==> src/rtl/board_pkg.sv <==
// Shared constants for the board update block: sides, status codes, piece slots,
// default start-position vectors and FSM state encoding.
package board_pkg;

  localparam logic WHITE = 1'b1;
  localparam logic BLACK = 1'b0;

  localparam logic [1:0] ST_OK           = 2'd0;
  localparam logic [1:0] ST_WRONG_TURN   = 2'd1;
  localparam logic [1:0] ST_DEAD_PIECE   = 2'd2;
  localparam logic [1:0] ST_SELF_CAPTURE = 2'd3;

  // Piece slot indices, matching the default start vectors (K1 sits on square 4).
  localparam int K1 = 0;
  localparam int Q1 = 1;
  localparam int B1 = 2;
  localparam int B2 = 3;
  localparam int N1 = 4;
  localparam int N2 = 5;
  localparam int R1 = 6;
  localparam int R2 = 7;
  localparam int P1 = 8;
  localparam int P2 = 9;
  localparam int P3 = 10;
  localparam int P4 = 11;
  localparam int P5 = 12;
  localparam int P6 = 13;
  localparam int P7 = 14;
  localparam int P8 = 15;

  localparam logic [95:0] INIT_LOC_W_DEF = 96'h20928B30D38F0070460850C4;
  localparam logic [95:0] INIT_LOC_B_DEF = 96'hC31CB3D35DB7E3FE7EEBDEFC;

  localparam logic [2:0] S_IDLE   = 3'd0;
  localparam logic [2:0] S_CHECK  = 3'd1;
  localparam logic [2:0] S_COMMIT = 3'd2;
  localparam logic [2:0] S_REPORT = 3'd3;
  localparam logic [2:0] S_UNDO   = 3'd4;

  // Move legality in priority order: turn first, then liveness, then self-capture.
  function automatic logic [1:0] move_status(input logic wrong_turn,
                                             input logic piece_dead,
                                             input logic self_hit);
    if (wrong_turn)      return ST_WRONG_TURN;
    else if (piece_dead) return ST_DEAD_PIECE;
    else if (self_hit)   return ST_SELF_CAPTURE;
    else                 return ST_OK;
  endfunction

endpackage

==> src/rtl/board_match_unit.sv <==
// Finds the live pieces of one side standing on a given square, optionally
// ignoring one piece, and reports the lowest matching index.
module board_match_unit
  import board_pkg::*;
#(
  parameter int NUM_PIECES = 16,
  parameter int SQ_W       = 6,
  localparam int IDX_W     = $clog2(NUM_PIECES)
) (
  input  logic [NUM_PIECES*SQ_W-1:0] loc,
  input  logic [NUM_PIECES-1:0]      alive,
  input  logic [SQ_W-1:0]            dst,
  input  logic [IDX_W-1:0]           excl_idx,
  input  logic                       excl_en,
  output logic [NUM_PIECES-1:0]      hit,
  output logic                       any_hit,
  output logic [IDX_W-1:0]           low_idx
);

  genvar gi;
  generate
    for (gi = 0; gi < NUM_PIECES; gi++) begin : g_cmp
      // Dead pieces keep their stale square, so liveness gates every match.
      assign hit[gi] = alive[gi] && (loc[gi*SQ_W +: SQ_W] == dst) &&
                       !(excl_en && (excl_idx == IDX_W'(gi)));
    end
  endgenerate

  assign any_hit = |hit;

  always_comb begin
    low_idx = '0;
    for (int i = NUM_PIECES - 1; i >= 0; i--) begin
      if (hit[i]) low_idx = IDX_W'(i);
    end
  end

endmodule

==> src/rtl/board_update_gen.sv <==
// Board state register with validated, handshaked move commit and capture resolution.
// Optional one-level undo of the last accepted move when BOARD_UNDO_EN is defined.
module board_update_gen
  import board_pkg::*;
#(
  parameter int                          NUM_PIECES = 16,
  parameter int                          SQ_W       = 6,
  parameter logic [NUM_PIECES*SQ_W-1:0]  INIT_LOC_W = INIT_LOC_W_DEF,
  parameter logic [NUM_PIECES*SQ_W-1:0]  INIT_LOC_B = INIT_LOC_B_DEF,
  parameter int                          CNT_W      = 16,
  localparam int                         IDX_W      = $clog2(NUM_PIECES)
) (
  input  logic                       clk,
  input  logic                       RST,
  input  logic                       move_valid,
  output logic                       move_ready,
  input  logic                       move_player,
  input  logic [IDX_W-1:0]           move_piece,
  input  logic [SQ_W-1:0]            move_dst,
`ifdef BOARD_UNDO_EN
  input  logic                       undo_req,
  output logic                       undo_ready,
`endif
  output logic [NUM_PIECES*SQ_W-1:0] loc_w,
  output logic [NUM_PIECES*SQ_W-1:0] loc_b,
  output logic [NUM_PIECES-1:0]      alive_w,
  output logic [NUM_PIECES-1:0]      alive_b,
  output logic                       turn,
  output logic                       done,
  output logic [1:0]                 status,
  output logic                       captured,
  output logic [IDX_W-1:0]           captured_idx,
  output logic [CNT_W-1:0]           ply_count,
  output logic [1:0]                 dbg_state
);

  logic [2:0]                 state_reg, state_next;
  logic                       player_reg;
  logic [IDX_W-1:0]           piece_reg;
  logic [SQ_W-1:0]            dst_reg;
  logic [1:0]                 chk_status_reg;
  logic                       cap_pend_reg;
  logic [IDX_W-1:0]           cap_idx_pend_reg;

  logic [NUM_PIECES*SQ_W-1:0] loc_w_reg, loc_b_reg;
  logic [NUM_PIECES-1:0]      alive_w_reg, alive_b_reg;
  logic                       turn_reg;
  logic [CNT_W-1:0]           ply_reg;
  logic [1:0]                 status_reg;
  logic                       captured_reg;
  logic [IDX_W-1:0]           captured_idx_reg;

`ifdef BOARD_UNDO_EN
  logic                       hist_valid_reg;
  logic                       hist_player_reg;
  logic [IDX_W-1:0]           hist_piece_reg;
  logic [SQ_W-1:0]            hist_old_sq_reg;
  logic                       hist_cap_reg;
  logic [IDX_W-1:0]           hist_cap_idx_reg;
`endif

  logic [NUM_PIECES*SQ_W-1:0] own_loc, opp_loc;
  logic [NUM_PIECES-1:0]      own_alive, opp_alive;
  logic [NUM_PIECES-1:0]      own_hit, opp_hit;
  logic                       own_any, opp_any;
  logic [IDX_W-1:0]           own_low_idx, opp_low_idx;
  logic [1:0]                 chk_status_next;
  logic                       match_unused;

  assign own_loc   = (player_reg == WHITE) ? loc_w_reg   : loc_b_reg;
  assign opp_loc   = (player_reg == WHITE) ? loc_b_reg   : loc_w_reg;
  assign own_alive = (player_reg == WHITE) ? alive_w_reg : alive_b_reg;
  assign opp_alive = (player_reg == WHITE) ? alive_b_reg : alive_w_reg;

  board_match_unit #(.NUM_PIECES(NUM_PIECES), .SQ_W(SQ_W)) u_own_match (
    .loc      (own_loc),
    .alive    (own_alive),
    .dst      (dst_reg),
    .excl_idx (piece_reg),
    .excl_en  (1'b1),
    .hit      (own_hit),
    .any_hit  (own_any),
    .low_idx  (own_low_idx)
  );

  board_match_unit #(.NUM_PIECES(NUM_PIECES), .SQ_W(SQ_W)) u_opp_match (
    .loc      (opp_loc),
    .alive    (opp_alive),
    .dst      (dst_reg),
    .excl_idx ({IDX_W{1'b0}}),
    .excl_en  (1'b0),
    .hit      (opp_hit),
    .any_hit  (opp_any),
    .low_idx  (opp_low_idx)
  );

  // Only the summary outputs of the match units drive decisions here.
  assign match_unused = ^{own_hit, own_low_idx, opp_hit};

  assign chk_status_next = move_status(player_reg != turn_reg,
                                       !own_alive[piece_reg],
                                       own_any);

  always_comb begin
    state_next = state_reg;
    case (state_reg)
      S_IDLE: begin
        if (move_valid) state_next = S_CHECK;
`ifdef BOARD_UNDO_EN
        else if (undo_req) state_next = S_UNDO;
`endif
      end
      S_CHECK:  state_next = S_COMMIT;
      S_COMMIT: state_next = S_REPORT;
      S_UNDO:   state_next = S_REPORT;
      S_REPORT: state_next = S_IDLE;
      default:  state_next = S_IDLE;
    endcase
  end

  always_ff @(posedge clk) begin
    if (RST) begin
      state_reg        <= S_IDLE;
      player_reg       <= WHITE;
      piece_reg        <= '0;
      dst_reg          <= '0;
      chk_status_reg   <= ST_OK;
      cap_pend_reg     <= 1'b0;
      cap_idx_pend_reg <= '0;
      loc_w_reg        <= INIT_LOC_W;
      loc_b_reg        <= INIT_LOC_B;
      alive_w_reg      <= '1;
      alive_b_reg      <= '1;
      turn_reg         <= WHITE;
      ply_reg          <= '0;
      status_reg       <= ST_OK;
      captured_reg     <= 1'b0;
      captured_idx_reg <= '0;
`ifdef BOARD_UNDO_EN
      hist_valid_reg   <= 1'b0;
      hist_player_reg  <= WHITE;
      hist_piece_reg   <= '0;
      hist_old_sq_reg  <= '0;
      hist_cap_reg     <= 1'b0;
      hist_cap_idx_reg <= '0;
`endif
    end else begin
      state_reg <= state_next;
      case (state_reg)
        S_IDLE: begin
          if (move_valid) begin
            player_reg <= move_player;
            piece_reg  <= move_piece;
            dst_reg    <= move_dst;
          end
        end
        S_CHECK: begin
          chk_status_reg   <= chk_status_next;
          cap_pend_reg     <= opp_any;
          cap_idx_pend_reg <= opp_low_idx;
        end
        S_COMMIT: begin
          status_reg       <= chk_status_reg;
          captured_reg     <= 1'b0;
          captured_idx_reg <= '0;
          if (chk_status_reg == ST_OK) begin
            if (player_reg == WHITE) begin
              loc_w_reg[piece_reg*SQ_W +: SQ_W] <= dst_reg;
              if (cap_pend_reg) alive_b_reg[cap_idx_pend_reg] <= 1'b0;
            end else begin
              loc_b_reg[piece_reg*SQ_W +: SQ_W] <= dst_reg;
              if (cap_pend_reg) alive_w_reg[cap_idx_pend_reg] <= 1'b0;
            end
            if (cap_pend_reg) begin
              captured_reg     <= 1'b1;
              captured_idx_reg <= cap_idx_pend_reg;
            end
            turn_reg <= ~turn_reg;
            if (ply_reg != '1) ply_reg <= ply_reg + CNT_W'(1);
`ifdef BOARD_UNDO_EN
            hist_valid_reg   <= 1'b1;
            hist_player_reg  <= player_reg;
            hist_piece_reg   <= piece_reg;
            hist_old_sq_reg  <= own_loc[piece_reg*SQ_W +: SQ_W];
            hist_cap_reg     <= cap_pend_reg;
            hist_cap_idx_reg <= cap_idx_pend_reg;
`endif
          end
        end
`ifdef BOARD_UNDO_EN
        S_UNDO: begin
          captured_reg     <= 1'b0;
          captured_idx_reg <= '0;
          if (hist_valid_reg) begin
            status_reg <= ST_OK;
            if (hist_player_reg == WHITE) begin
              loc_w_reg[hist_piece_reg*SQ_W +: SQ_W] <= hist_old_sq_reg;
              if (hist_cap_reg) alive_b_reg[hist_cap_idx_reg] <= 1'b1;
            end else begin
              loc_b_reg[hist_piece_reg*SQ_W +: SQ_W] <= hist_old_sq_reg;
              if (hist_cap_reg) alive_w_reg[hist_cap_idx_reg] <= 1'b1;
            end
            turn_reg <= ~turn_reg;
            if (ply_reg != '0) ply_reg <= ply_reg - CNT_W'(1);
            hist_valid_reg <= 1'b0;
          end else begin
            status_reg <= ST_DEAD_PIECE;
          end
        end
`endif
        default: ;
      endcase
    end
  end

  assign move_ready   = (state_reg == S_IDLE);
`ifdef BOARD_UNDO_EN
  assign undo_ready   = (state_reg == S_IDLE) && hist_valid_reg;
`endif
  assign done         = (state_reg == S_REPORT);
  assign loc_w        = loc_w_reg;
  assign loc_b        = loc_b_reg;
  assign alive_w      = alive_w_reg;
  assign alive_b      = alive_b_reg;
  assign turn         = turn_reg;
  assign status       = status_reg;
  assign captured     = captured_reg;
  assign captured_idx = captured_idx_reg;
  assign ply_count    = ply_reg;
  assign dbg_state    = state_reg[1:0];

endmodule

==> config.mk <==
export PLATFORM = sky130hd
export DESIGN_NAME = board_update_gen
export DESIGN_NICKNAME = d
export VERILOG_FILES = /design/src/rtl/board_pkg.sv /design/src/rtl/board_match_unit.sv /design/src/rtl/board_update_gen.sv
export SDC_FILE = /design/constraint.sdc
export NUM_CORES = 1
export LEC_CHECK = 0
export ABC_AREA = 1
export CAP_MARGIN = 10
export CELL_PAD_IN_SITES_DETAIL_PLACEMENT = 0
export CELL_PAD_IN_SITES_GLOBAL_PLACEMENT = 2
export CORE_MARGIN = 2
export CORE_UTILIZATION = 33
export CTS_BUF_LIST = sky130_fd_sc_hd__clkbuf_8
export DETAILED_ROUTE_END_ITERATION = 8
export PLACE_DENSITY = 0.95
export SYNTH_ARGS = -nofsm -noshare
export SYNTH_HDL_FRONTEND = slang
export SYNTH_SLANG_ARGS = --single-unit
==> constraint.sdc <==
create_clock -name clk -period 8.2 [get_ports clk]
set_input_delay 1.23 -clock clk [delete_from_list [all_inputs] [get_ports clk]]
set_output_delay 1.23 -clock clk [all_outputs]
set_load 0.05 [all_outputs]
==> impl_metrics.json <==
{
  "outcome": "finished, final reports clean",
  "fill_cells": 5308,
  "die_x_um": 231,
  "synth.most_common_cell": "nand2_1",
  "post-cts-setup-buffers": 0,
  "grt_pass1_vias": 17600,
  "core_area_um2": 51000,
  "drc": 0,
  "cp_top_family": "buffers and inverters",
  "via_per_inst": 5.40,
  "cp-start-kind": "register",
  "yosysTopAreaCellShare_pct": 31.7,
  "cts-hold-fix-buffers": 0,
  "share_comb_of_total_power_pct": 55.4,
  "synthCells": 2598,
  "synth_seq_cells": 268,
  "max_freq_mhz": 201,
  "place_congestion": 0.961,
  "clockBufferDepth": 3,
  "setup_viol": 0,
  "clk_latency_ns": 0.65,
  "firstDrtPassIters": 5,
  "wl_per_cell_um": 23.3,
  "end_kind": "register",
  "use_met3_pct": 4.57,
  "layout-drive-gt1-share_pct": 6.57,
  "yosysUniqueCellTypes": 58,
  "synth-edff-count": 0,
  "worstMarginPinSlew_ns": 1.24,
  "hold_violations": 0,
  "ant_nets": 0,
  "synth_ff_type": "dfxtp_1",
  "yosys.area.top_type": "dfxtp_1",
  "final.period_utilization_pct": 60.8,
  "die_y_um": 231,
  "place_hpwl_mm": 60.6,
  "slowest_stage": "dfxtp_1",
  "seqPwrFrac_pct": 22.5,
  "fin_tns_setup_ns": 0,
  "switchingPower_mw": 3.58,
  "intPower_mw": 2.99,
  "synthToLayoutAreaGrowth_pct": 24.0,
  "top_usage_layer": "met2",
  "overflow": 0,
  "ios": 266,
  "pwr-share-clk_pct": 22.0,
  "maxCapViolCount": 0,
  "vdd_drop_max_mv": 0.133,
  "synth_common_cells": "634 x nand2_1, 407 x o21ai_0, 271 x inv_1",
  "crit_buf_inv": 5,
  "crit_required_ns": 8.75,
  "placedCellCount": 3421,
  "arrival_ns": 5.53,
  "synth-warning-count": 0,
  "grt_max_degree": 101,
  "path_cells": "clkinv_1 -> ha_1 -> nor2_1 -> inv_1 -> o21bai_1 -> nand2_1 -> inv_2 -> nor2_4 -> inv_2 -> nor2_1 -> nand2_1 -> inv_1 -> nand2_1 -> nor2_1 -> o21ai_0 -> a21oi_1",
  "vias": 19000,
  "cts_buffers": 50,
  "power_mw": 6.56,
  "instances_no_fill": 3514,
  "period_needed_ns": 4.98,
  "switching_share_pct": 54.5,
  "cpPeakStageDelay_ns": 0.78,
  "synth_area_leaders": "dfxtp_1 32%, nand2_1 14%, o21ai_0 12%",
  "clk_pin_slew_ns": 0.06,
  "drv_slew": 0,
  "io_buffers": 265,
  "nets": 2826,
  "async_reset_ff_share_pct": 0,
  "grt_use_met2_pct": 48.5,
  "die-area_um2": 53100,
  "cts_max_level": 2,
  "holdWs_ns": 0.473,
  "drtIter0Drc": 2088,
  "grt_first_pass_wirelength_mm": 117,
  "wl_mm": 81.7,
  "grt_util_met1_pct": 39.0,
  "start_util_pct": 33.2,
  "critical_path_class": "reg2reg",
  "synth.avg_cell_area_um2": 6.52,
  "p_leak_nw": 9.00,
  "hold_path.class": "reg2reg",
  "synth_fp_nets": 2631,
  "track_usage_pct": 29.7,
  "cp_max_fo": 26,
  "rows": 83,
  "antenna_found_initial": 2,
  "maxSlewHeadroom_pct": 16.7,
  "cts_resized": 0,
  "synth_area_um2": 16900,
  "power.density_nw_per_um2": 312,
  "ys_seq_area_share_pct": 31.7,
  "rsz0062_at_grt": "no",
  "cts_tree": "built",
  "finalClockSkew_ns": 0.0287,
  "cts-root-buf": "clkbuf_8",
  "clock_sinks": 268,
  "multi_input_area_um2": 9760,
  "regArea_um2": 5370
}
[cell usage in the layout (no fill, tap or decap), types with 24 or more instances in the layout]
cell type / instances
nand3_1: 66
inv_1: 278
clkbuf_8: 70
dfxtp_1: 267
nor3_1: 29
o211ai_1: 52
xor2_1: 75
nand2_1: 634
a21oi_1: 190
clkdlybuf4s50_1: 264
buf_4: 24
nor2_1: 190
o21ai_0: 407
o22ai_1: 31
nand4_1: 25
[final cells by class]
cell class                      instances  area share, %
Multi-Input combinational cell       1899           46.5
Sequential cell                       268           25.6
Timing Repair Buffer                  289           13.5
Inverter                              285           5.13
Clock buffer                           70           4.59
Tap cell                              680           4.05
Clock inverter                         22          0.703
Antenna cell                            1         0.0119
[worst min-delay path, delay by kind of cell (launching register included)]
kind | cells | cell delay [ns]
simple gates | 1 | 0.06
compound gates | 1 | 0.05
flops | 1 | 0.31
[worst paths after layout]
check	start	end	slack, ns	cells past startpoint
min	captured_idx[3]	captured_idx[3]	0.47	2
max reg2reg	piece_reg[0]	loc_b[0]	3.22	16
min reg2reg	captured_idx[3]	captured_idx[3]	0.47	2
max	piece_reg[0]	loc_b[0]	3.22	16
[power groups by stage]
stage | logic [mW] | clock network [mW] | registers [mW]
after floorplan | 2.30 | 0 | 1.59
after global placement | 3.52 | 0 | 1.50
after detailed placement | 3.52 | 0 | 1.50
after CTS | 3.53 | 1.47 | 1.48
after global routing | 3.85 | 1.52 | 1.49
final | 3.64 | 1.45 | 1.48
[logic make-up after synthesis]
logic type / synth area share (%)
DFF: 31.7
AOI/OAI and AO/OA: 25.6
adders and majority gates: 1.40
xor gates and xnor gates: 3.98
buffers and inverters: 10.7
muxes: 0.828
and+or+nand+nor: 25.8
[per-stage QoR]
stage	setup WS (ns)	instance area (µm²)	utilization, %
2_1_floorplan	4.92	16900	-
3_3_place_gp	3.51	19900	39.0
3_5_place_dp	3.42	19900	39.0
4_1_cts	3.38	21000	41.2
5_1_grt	2.74	21000	41.2
6_report	3.22	21000	41.2
[metal layers]
metal	up-vias	share of wire [%]
li1	9052	-
met2	889	46
met3	171	7.7
met5	-	0.016
met4	2	4.2
met1	8874	42
Note: power is estimated with default switching activity, not from simulation.
